<file path="src/rtl/mix_columns_engine.sv">
// Iterative AES MixColumns / InvMixColumns engine over a 128-bit state.
// Transforms COLS_PER_CYCLE columns per BUSY cycle in place, with valid/ready on both sides.
module mix_columns_engine #(
  parameter int COLS_PER_CYCLE = 1,
  parameter bit ENABLE_INV     = 1'b1
) (
  input  logic         clk,
  input  logic         rst,
  input  logic         in_valid,
  output logic         in_ready,
  input  logic [127:0] in_state,
  input  logic         in_inv,
  input  logic         in_bypass,
  output logic         out_valid,
  input  logic         out_ready,
  output logic [127:0] out_state
);

  localparam int NB = 4 / COLS_PER_CYCLE;
  localparam logic [1:0] LAST_BEAT = 2'(NB - 1);

  if (!(COLS_PER_CYCLE == 1 || COLS_PER_CYCLE == 2 || COLS_PER_CYCLE == 4)) begin : g_bad_cpc
    $error("mix_columns_engine: COLS_PER_CYCLE must be 1, 2 or 4");
  end

  typedef enum logic [1:0] {IDLE, BUSY, DONE} state_t;

  state_t        state_q, state_d;
  logic [1:0]    beat_q;
  logic [127:0]  work_q, work_d;
  logic [127:0]  out_state_q;
  logic          inv_q;
  logic [6:0]    col_lsb;
  logic [31:0]   col_in;

  function automatic logic [7:0] xtime(input logic [7:0] a);
    return {a[6:0], 1'b0} ^ (a[7] ? 8'h1b : 8'h00);
  endfunction

  // Inverse coefficients built from an x2 -> x4 -> x8 xtime chain.
  function automatic logic [7:0] mul9(input logic [7:0] a);
    return xtime(xtime(xtime(a))) ^ a;
  endfunction

  function automatic logic [7:0] mulb(input logic [7:0] a);
    return xtime(xtime(xtime(a))) ^ xtime(a) ^ a;
  endfunction

  function automatic logic [7:0] muld(input logic [7:0] a);
    return xtime(xtime(xtime(a))) ^ xtime(xtime(a)) ^ a;
  endfunction

  function automatic logic [7:0] mule(input logic [7:0] a);
    return xtime(xtime(xtime(a))) ^ xtime(xtime(a)) ^ xtime(a);
  endfunction

  function automatic logic [31:0] mix_fwd(input logic [31:0] c);
    logic [7:0] a0, a1, a2, a3;
    {a0, a1, a2, a3} = c;
    return {xtime(a0) ^ xtime(a1) ^ a1 ^ a2 ^ a3,
            a0 ^ xtime(a1) ^ xtime(a2) ^ a2 ^ a3,
            a0 ^ a1 ^ xtime(a2) ^ xtime(a3) ^ a3,
            xtime(a0) ^ a0 ^ a1 ^ a2 ^ xtime(a3)};
  endfunction

  function automatic logic [31:0] mix_inv(input logic [31:0] c);
    logic [7:0] a0, a1, a2, a3;
    {a0, a1, a2, a3} = c;
    return {mule(a0) ^ mulb(a1) ^ muld(a2) ^ mul9(a3),
            mul9(a0) ^ mule(a1) ^ mulb(a2) ^ muld(a3),
            muld(a0) ^ mul9(a1) ^ mule(a2) ^ mulb(a3),
            mulb(a0) ^ muld(a1) ^ mul9(a2) ^ mule(a3)};
  endfunction

  // Column 0 sits in the top 32 bits, so column idx starts at bit 32*(3-idx).
  always_comb begin
    work_d  = work_q;
    col_lsb = '0;
    col_in  = '0;
    for (int j = 0; j < COLS_PER_CYCLE; j++) begin
      col_lsb = 7'(32 * (3 - (int'(beat_q) * COLS_PER_CYCLE + j)));
      col_in  = work_q[col_lsb +: 32];
      work_d[col_lsb +: 32] = (ENABLE_INV && inv_q) ? mix_inv(col_in) : mix_fwd(col_in);
    end
  end

  always_ff @(posedge clk) begin
    if (rst) state_q <= IDLE;
    else     state_q <= state_d;
  end

  always_comb begin
    state_d   = state_q;
    in_ready  = 1'b0;
    out_valid = 1'b0;
    case (state_q)
      IDLE: begin
        in_ready = !rst;
        if (in_valid) state_d = in_bypass ? DONE : BUSY;
      end
      BUSY: begin
        if (beat_q == LAST_BEAT) state_d = DONE;
      end
      DONE: begin
        out_valid = 1'b1;
        if (out_ready) state_d = IDLE;
      end
      default: state_d = IDLE;
    endcase
  end

  // out_state has its own register so it survives the next capture into work_q.
  always_ff @(posedge clk) begin
    if (rst) begin
      work_q      <= '0;
      beat_q      <= '0;
      inv_q       <= 1'b0;
      out_state_q <= '0;
    end else begin
      case (state_q)
        IDLE: begin
          if (in_valid) begin
            work_q <= in_state;
            inv_q  <= in_inv & ENABLE_INV;
            beat_q <= '0;
            if (in_bypass) out_state_q <= in_state;
          end
        end
        BUSY: begin
          work_q <= work_d;
          beat_q <= beat_q + 2'd1;
          if (beat_q == LAST_BEAT) out_state_q <= work_d;
        end
        default: ;
      endcase
    end
  end

  assign out_state = out_state_q;

endmodule

</file>
<file path="config.mk">
export PLATFORM = sky130hd
export DESIGN_NAME = mix_columns_engine
export DESIGN_NICKNAME = d
export VERILOG_FILES = /design/src/rtl/mix_columns_engine.sv
export SDC_FILE = /design/constraint.sdc
export NUM_CORES = 1
export LEC_CHECK = 0
export BUFFER_PORTS_ARGS = -buffer_cell sky130_fd_sc_hd__buf_4
export CAP_MARGIN = 20
export CELL_PAD_IN_SITES_DETAIL_PLACEMENT = 1
export CELL_PAD_IN_SITES_GLOBAL_PLACEMENT = 2
export CORE_MARGIN = 2
export CORE_UTILIZATION = 36
export DETAILED_ROUTE_END_ITERATION = 7
export PLACE_DENSITY = 0.92
export SLEW_MARGIN = 20
export SYNTH_ARGS = -nofsm -noshare
export SYNTH_HDL_FRONTEND = slang
export SYNTH_SLANG_ARGS = --single-unit
</file>
<file path="constraint.sdc">
create_clock -name clk -period 9.5 [get_ports clk]
set_clock_uncertainty 0.15 [all_clocks]
set_input_delay 0.95 -clock clk [delete_from_list [all_inputs] [get_ports clk]]
set_output_delay 0.95 -clock clk [all_outputs]
set_load 0.02 [all_outputs]
</file>
Yosys cells after proc, flatten, opt, wreduce, memory -nomap -nowiden
Cells that the tools add are included.

operators by class
  add/subtract/negate cells = 3
  eq/ne operators = 7
  shift-type cells = 3
  muxes and demuxes = 29
  bitwise gates (word level) = 64
  reductions and logical operators = 7

operator list
  cell                      count
  $mux 128                  4
  $pmux 128 s2              2
  $xor 8x8->8               54
  $bwmux 128                1
  $shift 32x9->128 const A  1
  $shiftx 128x8->32         1
  $shiftx 32x9->128         1
  $xor 8x5->8               10
  $mux 5                    12
  $mux 32                   1
  $mux 2                    5
  $neg 7->9                 1
  $ne 2x2->1 const B        4
  $pmux 2 s3                1
  $eq 2x2->1 const B        2
  $pmux 2 s2                1
  $reduce_and 2->1          2
  $reduce_and 4->1          1
  $reduce_and 3->1          1
  $add 2x1->2 const B       1
  $eq 2x1->1 const B        1
  $logic_not 2->1           1
  $mux 1                    2
  $reduce_bool 2->1         1
  other kinds (2)           2

storage, ports and cells
  register bits after elaboration = 261
  input bits = 134
  word-level logic and storage cells = 118

Depth between registers and ports, before layout
  depth after elaboration = 18
  mapped depth = 16
  gate-level depth less buffers = 11

Least setup slack after synthesis
OpenSTA, ideal clock, no wires.

  path kind = flip-flop to flip-flop
  start = reg beat_q[0]
  end = reg out_state_q[100], in the netlist out_state[100]
  library setup time = 132 ps
  arrival time = 3,284 ps
  data required time = 9,218 ps
  setup slack = 5,934 ps
  stages on the path, launching flop included = 14
  clock period less this slack = 3,566 ps
  path through = dfxtp_1 -> buf_6 -> buf_8 -> buf_8 -> mux4_2 -> xor2_1 -> xnor3_1 -> xnor2_1 -> nand2_1 -> xnor2_2 -> a221oi_1 -> nor2_1 -> nand2_1 -> a21oi_1

between the ends
  longest elaborated chain between the ends = 16

RTL lines
  element                                              line        text
  start: declaration                                   29          logic [1:0] beat_q;
  start signal: assignment                             131         beat_q <= beat_q + 2'd1;
  $sub 2x2->2                                          81          col_lsb = 7'(32 * (3 - (int'(beat_q) * COLS_PER_CYCLE + j)));
  $shiftx 128x8->32                                    82          col_in = work_q[col_lsb +: 32];
  $xor 8x5->8 or $mux 5 (tied branches) (2 in series)  37          return {a[6:0], 1'b0} ^ (a[7] ? 8'h1b : 8'h00);
  $mux 5 or $xor 8x5->8 (tied branches)                37
  $xor 8x5->8                                          37
  $xor 8x8->8, on equally long branches (2 in series)  46, 50, 54
  $xor 8x8->8, on equally long branches (3 in series)  --
  $mux 32                                              83          work_d[col_lsb +: 32] = (ENABLE_INV && inv_q) ? mix_inv(col_in) : mix_fwd(col_in);
  $shiftx 32x9->128                                    83
  $bwmux 128                                           83
  $mux 128                                             132         if (beat_q == LAST_BEAT) out_state_q <= work_d;
  $pmux 128 s2                                         120         case (state_q)
  end signal: assignment                               126         if (in_bypass) out_state_q <= in_state;
  end signal: assignment                               132
  end: declaration                                     31          logic [127:0] out_state_q;

Parallel ways exist; a longest one is shown, timed or not. The select of a mux whose other input is x is not followed.
A chain may end at the register's enable or synchronous reset.

Final worst setup path
  start = reg beat_q[0]
  end = reg work_q[91]

between the ends
  longest elaborated chain between the ends = 15

RTL lines
  element                                              line        text
  $sub 2x2->2 *                                        81
  $shiftx 128x8->32                                    82
  $xor 8x5->8 or $mux 5 (tied branches) (2 in series)  37
  $mux 5 or $xor 8x5->8 (tied branches)                37
  $xor 8x5->8                                          37
  $xor 8x8->8, on equally long branches (2 in series)  46, 50, 54
  $xor 8x8->8, on equally long branches (3 in series)  --
  $mux 32                                              83
  $shiftx 32x9->128                                    83
  $bwmux 128 *                                         83
  $pmux 128 s2 *                                       120
  end signal: assignment                               123         work_q <= in_state;
  end signal: assignment                               130         work_q <= work_d;
  end: declaration                                     30          logic [127:0] work_q, work_d;

Mark *: on every way between the ends. The rest lies on a longest branch, timed or not.

==> results.cfg <==
[clock_tree]
numCtsBuffers = 30
post-cts-setup-buffers = 0
cts_root_buf = clkbuf_16
cts.sinks = 261
clk_pin_slew_ps = 60
cts_tree = done
clk_latency_ps = 570
hold_buffers = 0
cts_max_level = 1
clockBufferDepth = 3
cts_resized = 0

[synthesis]
synth_mux_area_share_pct = 5.15
synthSimpleGateAreaFrac_pct = 16.8
synth_compound_area_share_pct = 21.4
synth_top_area_share_pct = 34.7
synth_area_um2 = 15100
synth.area.top_cells = dfxtp_1 35%, xnor2_1 8.4%, nor2_1 6.4%
syn_inst = 1790
yosysSeqAreaShare_pct = 34.7
synth-xor-area-share_pct = 16.3
ys_ff_latch = 261
synthAdderAreaFrac_pct = 0.415
synth_edf_count = 0
syn_nets = 1929
synthArstFlopShare_pct = 0
synth_top_family_by_area = compound AO/OA/AOI/OAI gates
synth_cell_types = 54
syn_avg_cell_area_um2 = 8.42
synth_top_area_cell = dfxtp_1
synth_warnings = 0
synth_flop_cell = dfxtp_1

[setup_path]
worst-path-buf-inv = 2
cp_max_fo = 32
end_kind = flop
crit_arrival_ps = 5130
crit_required_ps = 9850
path_cells = buf_4, inv_1, ha_1, nor2b_1, and3_1, nand2_1, o21ai_0, o21ai_0, nor2_1, a21oi_1, nor2_1
crit_family = simple AND/OR/NAND/NOR gates
path_class = flop to flop
start_kind = flop
cp_slowest_cell = and3_1
cpPeakStageDelay_ps = 910

[detailed_routing]
ant_nets = 0
drc = 0
vias = 14700
first_pass_iters = 7
viasPerCell = 5.89
drtIter0Drc = 1109
totalWireLength_mm = 61.9
wl_per_cell_um = 24.9

[global_routing]
grt-busiest-layer = met2
grt_pass1_vias = 15000
gr-total-overflow = 0
grt_max_degree = 99
met3_usage_pct = 3.95
grt_first_pass_wirelength_mm = 93.4
met1_usage_pct = 37.2
grt_use_met2_pct = 45.6
grtUsageTotal_pct = 27.6
antenna_found_initial = 0

[cells_and_area]
nNetsFinal = 2079
final_cell_mix = 284 x buf_4, 260 x dfxtp_1, 257 x nor2_1
layout_commonest_cell = buf_4
num_antenna_cells = 0
syn2layout_area_growth_pct = 20.8
drive_gt1_share_pct = 20.8
instances_no_fill = 2490

[floorplanning]
die_w_um = 209
rows = 74
io_pins = 264
die_y_um = 209
dieArea_um2 = 43500
core-area_um2 = 41100
start_util_pct = 36.7

[timing]
setup_tns_ps = 0
grt_setup_unrepaired = false
drv_slew = 0
max_freq_mhz = 209
period_share_pct = 50.3
slew_headroom_pct = 21.0
min_period_ps = 4780
setup-violations-final = 0
report.final.hold_viol_count = 0
worst_pin_slew_ps = 1190

[placement]
place.detailed.hpwl_mm = 43.6
dp_cells = 2440
routabilityCongestion = 0.999
portBuffers = 263

[pwr]
powerDensity_nw_per_um2 = 246
ir_worst_vdd_mv = 0.0906
power_leakage_nw = 7.02

[outcome]
status = finished, final reports clean

[hold_path]
hold_class = flop to flop

[job]
max_cap_violations = 0
-- registers in the layout (all words and copies together) (netlist names) --
| name | flops |
|---|---|
| inv_q | 1 |
| state_q | 2 |
| work_q | 128 |
| beat_q | 2 |
| out_state | 128 |
-- synthesized netlist by cell type, types with 15 or more instances --
master	n
xnor2_1	145
o21ai_1	25
nor2_1	259
a21oi_1	151
a221oi_1	78
inv_1	15
o21ai_0	115
nand3b_1	50
mux4_2	32
and3_1	20
nand2_1	187
a2111oi_0	15
dfxtp_1	261
xor2_1	41
a211oi_1	53
clkbuf_1	121
buf_2	20
a221o_1	17
nor3_1	35
-- where the power goes --
group	total (mW)	switching, mW	internal [mW]
Combinational	2.03	1.24	0.790
Clock	1.19	0.475	0.715
Sequential	1.27	0.0824	1.19
-- cell type report --
cell class | count | area (um2)
inverter | 15 | 56.3
tap | 532 | 666
sequential | 261 | 5230
multi-input combinational | 1347 | 9130
clock buffer | 41 | 873
clock inverter | 9 | 124
fill | 4870 | 22900
timing repair buffer | 285 | 2140
-- routing by layer --
metal	share of wire, %	routed length, um
met5	0	0
met4	3.0	1830
met3	6.2	3860
met1	43	26900
met2	47	29300
-- worst paths after layout --
check / depth (start not counted) / to / slack [ps] / start
worst max-delay path: 11 / work_q[91] / 4720 / beat_q[0]
worst min-delay path: 2 / out_state[100] / 300 / out_state[100]
worst max register to register: 11 / work_q[91] / 4720 / beat_q[0]
worst min register to register: 2 / out_state[100] / 300 / out_state[100]
-- worst register-to-register path, cell delays in order (launching register included) --
cell and delay [ps]:
dfxtp_2 610, buf_4 590, inv_1 180, ha_1 490, nor2b_1 210, and3_1 910
nand2_1 590, o21ai_0 470, o21ai_0 190, nor2_1 160, a21oi_1 60, nor2_1 100
-- per-stage QoR --
step                worst slack [ps]  hold WS (ps)  util, %  area [um2]  total power, mW
floorplan                       5930           292        -       15100             2.68
global placement                4880           294     41.9       17200             3.24
detailed placement              4840           295     41.9       17200             3.27
CTS                             4780           304     44.3       18200             4.48
global route                    4520           329     44.3       18200             4.68
finish                          4720           303     44.3       18200             4.49
-- kinds of logic after synthesis --
logic type               after synthesis
AND/OR/NAND/NOR                      581
AO/OA/AOI/OAI                        497
buffers and inverters                182
multiplexers                          37
flip-flops                           261
adder cells (fa/ha/maj)                5
XOR/XNOR                             227
(Power assumes the default switching activity.)
